File: config.mk
export PLATFORM = sky130hd
export DESIGN_NAME = mem_lsu
export DESIGN_NICKNAME = d
export VERILOG_FILES = /design/src/rtl/mem_lsu_pkg.sv /design/src/rtl/mem_lsu_align.sv /design/src/rtl/mem_lsu.sv
export SDC_FILE = /design/constraint.sdc
export NUM_CORES = 1
export LEC_CHECK = 0
export BUFFER_PORTS_ARGS = -buffer_cell sky130_fd_sc_hd__buf_4
export CAP_MARGIN = 40
export CORE_AREA = 2 2 153 155
export DETAILED_ROUTE_END_ITERATION = 6
export DIE_AREA = 0 0 155 157
export PLACE_DENSITY_LB_ADDON = 0.15
export RECOVER_POWER = 100
export SYNTH_ARGS = -nofsm -noshare
export SYNTH_HDL_FRONTEND = slang
export SYNTH_HIERARCHICAL = 1
export SYNTH_SLANG_ARGS = --single-unit
File: constraint.sdc
create_clock -name clk -period 2.8 [get_ports clk]
set_input_delay 0.56 -clock clk [delete_from_list [all_inputs] [get_ports clk]]
set_output_delay 0.56 -clock clk [all_outputs]
set_load 0.02 [all_outputs]
File: src/rtl/mem_lsu_pkg.sv
`default_nettype none
// ============================================================================
// Module      : mem_lsu_pkg
// Description : Shared widths, ALU operation codes, pipeline stall levels and
//               FSM state encodings for the MEM-stage load/store unit.
//               There are no ports. The package supplies:
//                 - bus widths: register, register address and ALU op code
//                 - the load/store ALU op codes
//                 - Stop/NoStop stall levels, ZeroWord and NOPRegAddr
//                 - the load/store FSM state type
//                 - is_load / is_store decode helpers
// Revision    : 1.0 - initial release
// ============================================================================
package mem_lsu_pkg;

    localparam int c_reg_bus      = 32;
    localparam int c_reg_addr_bus = 5;
    localparam int c_aluop_bus    = 8;

    localparam logic [c_aluop_bus-1:0] c_aluop_lb  = 8'b1110_0000;
    localparam logic [c_aluop_bus-1:0] c_aluop_lh  = 8'b1110_0001;
    localparam logic [c_aluop_bus-1:0] c_aluop_lw  = 8'b1110_0011;
    localparam logic [c_aluop_bus-1:0] c_aluop_lbu = 8'b1110_0100;
    localparam logic [c_aluop_bus-1:0] c_aluop_lhu = 8'b1110_0101;
    localparam logic [c_aluop_bus-1:0] c_aluop_sb  = 8'b1110_1000;
    localparam logic [c_aluop_bus-1:0] c_aluop_sh  = 8'b1110_1001;
    localparam logic [c_aluop_bus-1:0] c_aluop_sw  = 8'b1110_1011;

    localparam logic c_stop    = 1'b1;
    localparam logic c_no_stop = 1'b0;

    localparam logic [c_reg_bus-1:0]      c_zero_word    = 32'h0000_0000;
    localparam logic [c_reg_addr_bus-1:0] c_nop_reg_addr = 5'b00000;

    typedef enum logic [1:0] {
        ST_IDLE = 2'd0,
        ST_BUSY = 2'd1,
        ST_HOLD = 2'd2
    } lsu_state_t;

    function automatic logic is_load(input logic [c_aluop_bus-1:0] op);
        return (op == c_aluop_lb) || (op == c_aluop_lbu) || (op == c_aluop_lh) ||
               (op == c_aluop_lhu) || (op == c_aluop_lw);
    endfunction

    function automatic logic is_store(input logic [c_aluop_bus-1:0] op);
        return (op == c_aluop_sb) || (op == c_aluop_sh) || (op == c_aluop_sw);
    endfunction

endpackage
`default_nettype wire

File: src/rtl/mem_lsu_align.sv
`default_nettype none
// ============================================================================
// Module      : lsu_align
// Description : Combinational big-endian lane logic for the load/store unit.
//               Produces the byte-lane select and the replicated store data
//               from the address and op code. Produces the sign- or
//               zero-extended load result from the buffered read word.
// Ports       : aluop      in  operation code
//               addr_lo    in  address bits 1:0
//               reg2       in  store source register
//               rd_buf     in  buffered bus read word
//               sel        out byte-lane select (bit 3 = bits 31:24)
//               store_data out lane-replicated store word
//               load_data  out extended load result
// Revision    : 1.0 - initial release
// ============================================================================
module lsu_align
    import mem_lsu_pkg::*;
(
    input  logic [c_aluop_bus-1:0] aluop,
    input  logic [1:0]             addr_lo,
    input  logic [c_reg_bus-1:0]   reg2,
    input  logic [c_reg_bus-1:0]   rd_buf,
    output logic [3:0]             sel,
    output logic [c_reg_bus-1:0]   store_data,
    output logic [c_reg_bus-1:0]   load_data
);

    logic [7:0]  w_byte;
    logic [15:0] w_half;

    // Big-endian: offset 0 is the most significant byte of the word.
    always_comb begin
        w_byte = rd_buf[31:24];
        case (addr_lo)
            2'b00:   w_byte = rd_buf[31:24];
            2'b01:   w_byte = rd_buf[23:16];
            2'b10:   w_byte = rd_buf[15:8];
            default: w_byte = rd_buf[7:0];
        endcase
        w_half = addr_lo[1] ? rd_buf[15:0] : rd_buf[31:16];
    end

    always_comb begin
        sel        = 4'b0000;
        store_data = reg2;
        load_data  = c_zero_word;
        case (aluop)
            c_aluop_lb:  begin sel = 4'b1000 >> addr_lo; load_data = {{24{w_byte[7]}}, w_byte}; end
            c_aluop_lbu: begin sel = 4'b1000 >> addr_lo; load_data = {24'h0, w_byte}; end
            c_aluop_lh:  begin sel = addr_lo[1] ? 4'b0011 : 4'b1100; load_data = {{16{w_half[15]}}, w_half}; end
            c_aluop_lhu: begin sel = addr_lo[1] ? 4'b0011 : 4'b1100; load_data = {16'h0, w_half}; end
            c_aluop_lw:  begin sel = 4'b1111; load_data = rd_buf; end
            c_aluop_sb:  begin sel = 4'b1000 >> addr_lo; store_data = {4{reg2[7:0]}}; end
            c_aluop_sh:  begin sel = addr_lo[1] ? 4'b0011 : 4'b1100; store_data = {2{reg2[15:0]}}; end
            c_aluop_sw:  begin sel = 4'b1111; store_data = reg2; end
            default:     ;
        endcase
    end

endmodule
`default_nettype wire

File: src/rtl/mem_lsu.sv
`default_nettype none
// ============================================================================
// Module      : mem_lsu
// Description : MEM pipeline stage with a single-outstanding load/store bus
//               master. Non-memory ops pass straight through to mem_wb.
//               Memory ops run IDLE -> BUSY -> HOLD. stallreq is raised while
//               the transfer is pending.
// Ports       : clk, rst (async, active-low)
//               EX/MEM inputs : wd_i, wreg_i, wdata_i, hi_i, lo_i, whilo_i,
//                               aluop_i, mem_addr_i, reg2_i
//               stall         : pipeline stall vector, bit 4 = MEM
//               bus slave     : bus_rdata, bus_ack
//               to mem_wb     : mem_wdata, mem_wd, mem_wreg, mem_hi, mem_lo,
//                               mem_whilo
//               to controller : stallreq
//               bus master    : bus_req, bus_we, bus_addr, bus_sel, bus_wdata
// Revision    : 1.0 - initial release
// ============================================================================
module mem_lsu
    import mem_lsu_pkg::*;
(
    input  logic                      clk,
    input  logic                      rst,
    input  logic [c_reg_addr_bus-1:0] wd_i,
    input  logic                      wreg_i,
    input  logic [c_reg_bus-1:0]      wdata_i,
    input  logic [c_reg_bus-1:0]      hi_i,
    input  logic [c_reg_bus-1:0]      lo_i,
    input  logic                      whilo_i,
    input  logic [c_aluop_bus-1:0]    aluop_i,
    input  logic [c_reg_bus-1:0]      mem_addr_i,
    input  logic [c_reg_bus-1:0]      reg2_i,
    input  logic [5:0]                stall,
    input  logic [c_reg_bus-1:0]      bus_rdata,
    input  logic                      bus_ack,
    output logic [c_reg_bus-1:0]      mem_wdata,
    output logic [c_reg_addr_bus-1:0] mem_wd,
    output logic                      mem_wreg,
    output logic [c_reg_bus-1:0]      mem_hi,
    output logic [c_reg_bus-1:0]      mem_lo,
    output logic                      mem_whilo,
    output logic                      stallreq,
    output logic                      bus_req,
    output logic                      bus_we,
    output logic [c_reg_bus-1:0]      bus_addr,
    output logic [3:0]                bus_sel,
    output logic [c_reg_bus-1:0]      bus_wdata
);

    lsu_state_t            r_state;
    lsu_state_t            w_state_nxt;
    logic                  r_bus_req;
    logic                  r_bus_we;
    logic [c_reg_bus-1:0]  r_bus_addr;
    logic [3:0]            r_bus_sel;
    logic [c_reg_bus-1:0]  r_bus_wdata;
    logic [c_reg_bus-1:0]  r_rd_buf;
    logic                  w_is_load;
    logic                  w_is_store;
    logic                  w_is_mem;
    logic                  w_stallreq;
    logic [3:0]            w_sel;
    logic [c_reg_bus-1:0]  w_store_data;
    logic [c_reg_bus-1:0]  w_load_data;
    logic                  w_unused_stall;

    assign w_is_load      = is_load(aluop_i);
    assign w_is_store     = is_store(aluop_i);
    assign w_is_mem       = w_is_load | w_is_store;
    assign w_unused_stall = ^{stall[5], stall[3:0]};

    lsu_align u_align (
        .aluop      (aluop_i),
        .addr_lo    (mem_addr_i[1:0]),
        .reg2       (reg2_i),
        .rd_buf     (r_rd_buf),
        .sel        (w_sel),
        .store_data (w_store_data),
        .load_data  (w_load_data)
    );

    always_comb begin
        w_state_nxt = r_state;
        w_stallreq  = 1'b0;
        case (r_state)
            ST_IDLE: begin
                if (w_is_mem) begin
                    w_stallreq  = 1'b1;
                    w_state_nxt = ST_BUSY;
                end
            end
            ST_BUSY: begin
                w_stallreq = 1'b1;
                if (bus_ack) w_state_nxt = ST_HOLD;
            end
            ST_HOLD: begin
                // Result is held from rd_buf until mem_wb is free to take it.
                if (stall[4] == c_no_stop) w_state_nxt = ST_IDLE;
            end
            default: w_state_nxt = ST_IDLE;
        endcase
    end

    always_ff @(posedge clk or negedge rst) begin
        if (!rst) begin
            r_state     <= ST_IDLE;
            r_bus_req   <= 1'b0;
            r_bus_we    <= 1'b0;
            r_bus_addr  <= c_zero_word;
            r_bus_sel   <= 4'b0000;
            r_bus_wdata <= c_zero_word;
            r_rd_buf    <= c_zero_word;
        end else begin
            r_state <= w_state_nxt;
            case (r_state)
                ST_IDLE: begin
                    if (w_is_mem) begin
                        r_bus_req   <= 1'b1;
                        r_bus_we    <= w_is_store;
                        r_bus_addr  <= {mem_addr_i[31:2], 2'b00};
                        r_bus_sel   <= w_sel;
                        r_bus_wdata <= w_store_data;
                    end
                end
                ST_BUSY: begin
                    if (bus_ack) begin
                        r_bus_req <= 1'b0;
                        r_bus_we  <= 1'b0;
                        r_rd_buf  <= bus_rdata;
                    end
                end
                default: ;
            endcase
        end
    end

    // mem_wb-facing outputs are combinational but forced to zero in reset.
    always_comb begin
        mem_wdata = c_zero_word;
        mem_wd    = c_nop_reg_addr;
        mem_wreg  = 1'b0;
        mem_hi    = c_zero_word;
        mem_lo    = c_zero_word;
        mem_whilo = 1'b0;
        stallreq  = 1'b0;
        if (rst) begin
            mem_wdata = w_is_load ? w_load_data : wdata_i;
            mem_wd    = wd_i;
            mem_wreg  = w_is_store ? 1'b0 : wreg_i;
            mem_hi    = hi_i;
            mem_lo    = lo_i;
            mem_whilo = whilo_i;
            stallreq  = w_stallreq;
        end
    end

    assign bus_req   = r_bus_req;
    assign bus_we    = r_bus_we;
    assign bus_addr  = r_bus_addr;
    assign bus_sel   = r_bus_sel;
    assign bus_wdata = r_bus_wdata;

endmodule
`default_nettype wire

[Word level (Yosys, flattened, before mapping)]
Cells that the tools add are included.
W data, S select, Z words.
Word-level totals
  bits in registers: 102
  bits of input ports: 216
  output and inout port bits: 174
  word-level logic and storage cells: 66
Cells by class
  equal/unequal tests: 15
  shift-type cells: 1
  mux-type cells: 26
  bitwise operators: 1
  reductions and logical operators: 16
Operators by type and width (number)
  $pmux W32 S5: 1
  $mux W32: 4
  $eq A8 B8 Y1 const B: 8
  $pmux W32 S2: 1
  $pmux W8 S3: 1
  $mux W16: 1
  $pmux W4 S3: 1
  $mux W1: 8
  $logic_or A1 B1 Y1: 6
  $mux W2: 3
  $ne A2 B2 Y1 const B: 3
  $pmux W1 S2: 3
  $pmux W2 S3: 1
  $reduce_and A3 Y1: 2
  $reduce_or A3 Y1: 2
  $mux W5: 1
  $eq A2 B1 Y1 const B: 2
  $eq A2 B2 Y1 const B: 2
  $logic_not A2 Y1: 2
  $mux W4: 1
  $reduce_and A2 Y1: 2
  $shr A4 B2 Y4 const A: 1
  $reduce_bool A2 Y1: 1
  $reduce_or A2 Y1: 1
  $or A1 B1 Y1: 1

[Depth between registers and ports, before layout]
  depth after elaboration: 9
  depth in mapped cells: 8
  gate-level depth less buffers: 5

[Hierarchy]
Netlist, hierarchy kept.
Modules (own cells, without submodules)
  mem_lsu: instances 1, cells each 420, area an instance 5036.1 um^2, sequential area each 2552.4 um^2
  lsu_align: instances 1, cells each 166, area an instance 1486.4 um^2, sequential area each 0.0 um^2

[Worst setup path before layout]
No wires, ideal clock.
  path type: input port to output port
  start: input aluop_i[1]
  end: output mem_wdata[29]
  data arrival time: 2173 ps
  required time: 2240 ps
  slack: 67 ps
  stages: 7
  cell sequence: clkbuf_1 or3_1 a211o_1 clkbuf_1 o2bb2ai_1 nand2_1 mux2i_1
Between the ends
  elaborated cells on any way between the ends: 12
RTL lines
  start: declaration: line mem_lsu.sv:30  | input logic [c_aluop_bus-1:0] aluop_i,
  $eq A8 B8 Y1: line mem_lsu_align.sv:48  | case (aluop)
  $pmux W32 S5 *: line mem_lsu_align.sv:48
  via w_load_data[29]: line mem_lsu.sv:64  | logic [c_reg_bus-1:0] w_load_data;
  $mux W32 *: line mem_lsu.sv:147  | mem_wdata = w_is_load ? w_load_data : wdata_i;
  $mux W32 *: line mem_lsu.sv:146  | if (rst) begin
  end: declaration: line mem_lsu.sv:36  | output logic [c_reg_bus-1:0] mem_wdata,
Mark *: on every way through the listed nets, which the timed path passes. The rest lies on a longest branch.

[Worst setup path after layout]
  start: input mem_addr_i[1]
  end: output mem_wdata[25]
Between the ends
  cells in the longest elaborated chain, start to end: 5
  elaborated cells on any way between the ends: 8
RTL lines
  start: declaration: line mem_lsu.sv:31  | input logic [c_reg_bus-1:0] mem_addr_i,
  $eq A2 B2 Y1, or another cell as far along: line mem_lsu_align.sv:35  | case (addr_lo)
  $pmux W8 S3: line mem_lsu_align.sv:35
  $pmux W32 S5 *: line mem_lsu_align.sv:48
  via w_load_data[25]: line mem_lsu.sv:64
  $mux W32 *: line mem_lsu.sv:147
  $mux W32 *: line mem_lsu.sv:146
Marked as above.

==> metrics.txt <==
number of nets in the layout=1,178; share of the synthesized area in the top cell type=0.391; layout cells sized above 1=0.453; pre-CTS setup slack=103 ps; Clock Latency Late Sink=350 ps; largest area contributor in the netlist=dfrtp_1; Cells after Synth=586; Fin. Hold Viols=0; r2r endpoint=bus_addr[30]; PnR worst setup slack=63.9 ps; Seq/Total Area, Yosys=0.391; Slew Viols, Final=28; CTS clk-pin slew, worst paths=70 ps; maximum root-to-sink buffer count=2; CP Launch Type=input port; Chip Width=155 um; aggregate global-route resource usage=0.195; total CTS buffers=9; Static Leakage=4.28 nW; final setup fails=0; CP Cell Sequence=buf_4 -> nor4bb_1 -> a2111o_1 -> buf_4 -> o2bb2ai_1 -> nand2_1 -> mux2i_1 -> buf_4; Overflow after GRT=0; PwrDens=559 mW/mm^2; fmax=365 MHz; Post-DP HPWL=19,900 um; sequential standard cell area=0.00255 mm^2; drt pass-1 iters=5; number of port buffers=382; row cnt=55; Layout Skew=9.47 ps; Initial Utilization=0.290; CTS tree=yes; max_slew headroom=-0.00870; Layout area overhead=45.7%; cell count after placement=1,236; setup TNS=0 ps; CTS root buffer=clkbuf_16; Reg2Reg Depth=4; Critical-path top delay cell=a2111o_1; Tmin final=2740 ps; r2r setup slk=810 ps; Top FF cell, synth=dfrtp_1; Synth area leaders=dfrtp_1 39%, mux2_2 18%, and2_1 6.7%; Ports=390; area occupied by multi-input gates=0.00354 mm^2; post-synth cell types=47; period utilization=0.977; worst IR drop on VDD=0.000312 V; Die Y=157 um; Mapped Area=0.00652 mm^2; RSZ-0062 raised after global routing=false; vias per cell=4.80; wire per inst=19.8 um; final wirelength=24,800 um; most used cell, CP=buf_4; Max Cap Viol=1; critical path data required time=2240 ps; Post-synth EDFFs=0; Worst-Margin Slew=1510 ps; GP Congestion=0.773; DRC Markers=0; number of DRC markers in iteration 0=238; CP Class=in2out; critical path data arrival time=2180 ps; Vias=6,012; Worst setup EP type=output pin; first-pass GRT wire length=36,000 um; worst hold path class=in2async; largest net degree at the start of global routing=80; Die ar.=0.0243 mm^2; commonest cells in the synthesized netlist=102 x dfrtp_1, 102 x mux2_2, 70 x and2_1, 70 x nand2_1, 40 x mux2i_1; worst r2r src=r_state[1]; post-route ant nets=0; # diodes=0; initial antenna violation count=1; fillcell total=2,352; Critical Path Max Stage Delay=420 ps; post-synthesis register bit count=102; syn avg cell area=11.1 um^2; Core Footprint=0.0225 mm^2; non-filler instance count after layout=1,252; CTS Sinks=102; htree depth=3; worst hold slack=35.1 ps; status=finished with violations; Async SR Flop Fraction=1.00; Worst Path Max Fanout=15; violated checks=max-capacitance violations, max-slew violations; vias in the first global route=5,896; yosys warns=6
## through the flow
| stage | total power [mW] | area, um^2 | util |
|---|---|---|---|
| 3_3_place_gp | 4.40 | 9830 | 0.437 |
| 2_1_floorplan | 3.35 | 6530 | - |
| 5_1_grt | 5.63 | 9500 | 0.422 |
| 6_report | 5.31 | 9500 | 0.422 |
| 4_1_cts | 5.72 | 10100 | 0.450 |
| 3_5_place_dp | 4.43 | 9830 | 0.437 |
## how the worst max path moves through the flow
stage             startpoint  cells past startpoint       endpoint  slack, ps
6_report       mem_addr_i[1]                      8  mem_wdata[25]         60
5_1_grt           aluop_i[1]                      7  mem_wdata[10]          9
4_1_cts           aluop_i[1]                      7  mem_wdata[31]         90
3_5_place_dp   mem_addr_i[1]                      8  mem_wdata[25]        100
3_3_place_gp      aluop_i[1]                      7  mem_wdata[31]         90
2_1_floorplan     aluop_i[1]                      7  mem_wdata[29]         70
## layout make-up
cell class	instances	area share
multi-input cells	426	0.373
repair buffers	422	0.290
flip-flops and latches	102	0.269
well taps	285	0.0375
clock buffers	11	0.0266
clock inverters	5	0.00408
inverters	1	0.000395
## cells by family after synthesis
family / Yosys count / share of synthesized area
AO/OA/AOI/OAI: 55 / 0.0622
buffers and inverters: 59 / 0.0514
flip-flops: 102 / 0.391
multiplexers: 178 / 0.330
other: 1 / 0.000575
AND/OR/NAND/NOR: 191 / 0.165
## cell usage in the layout (no fill, tap or decap), types with 17 or more instances in the layout
master / instances
mux2i_1: 40
mux2_1: 28
dfrtp_1: 101
mux2_2: 102
clkbuf_2: 21
nand2_1: 70
buf_4: 272
o2bb2ai_1: 17
and2_0: 30
and2_1: 40
clkbuf_1: 118
## sequential cells by signal, summed over array words and instances, names as in the netlist
signal / count
r_state: 2
bus_req: 1
bus_we: 1
bus_wdata: 32
bus_sel: 4
bus_addr: 30
r_rd_buf: 32
## power by group
| group | switching, mW | leakage (nW) | internal (mW) |
|---|---|---|---|
| Clock | 0.594 | 0.143 | 0.660 |
| Combinational | 0.944 | 2.87 | 0.858 |
| Sequential | 0.346 | 1.27 | 1.90 |
## per-layer routing
layer | wire, um | global-route usage | up-vias
li1 | - | - | 2831
met1 | 9220 | 0.217 | 2908
met2 | 13300 | 0.369 | 257
met3 | 2050 | 0.0559 | 14
met4 | 207 | 0.0410 | 2
met5 | 10 | 0 | -
## critical path, delay by kind of cell
family / cells / cell delay, ps
AO/OA/AOI/OAI: 2 / 640
buffers and inverters: 3 / 550
AND/OR/NAND/NOR: 2 / 250
multiplexers: 1 / 160
## timing repair
action	in CTS	in global routing
gates resized for setup	0	1
endpoints found under the setup margin	0	2
hold buffers	0	0
buffers inserted	0	0
(Power assumes the default switching activity.)
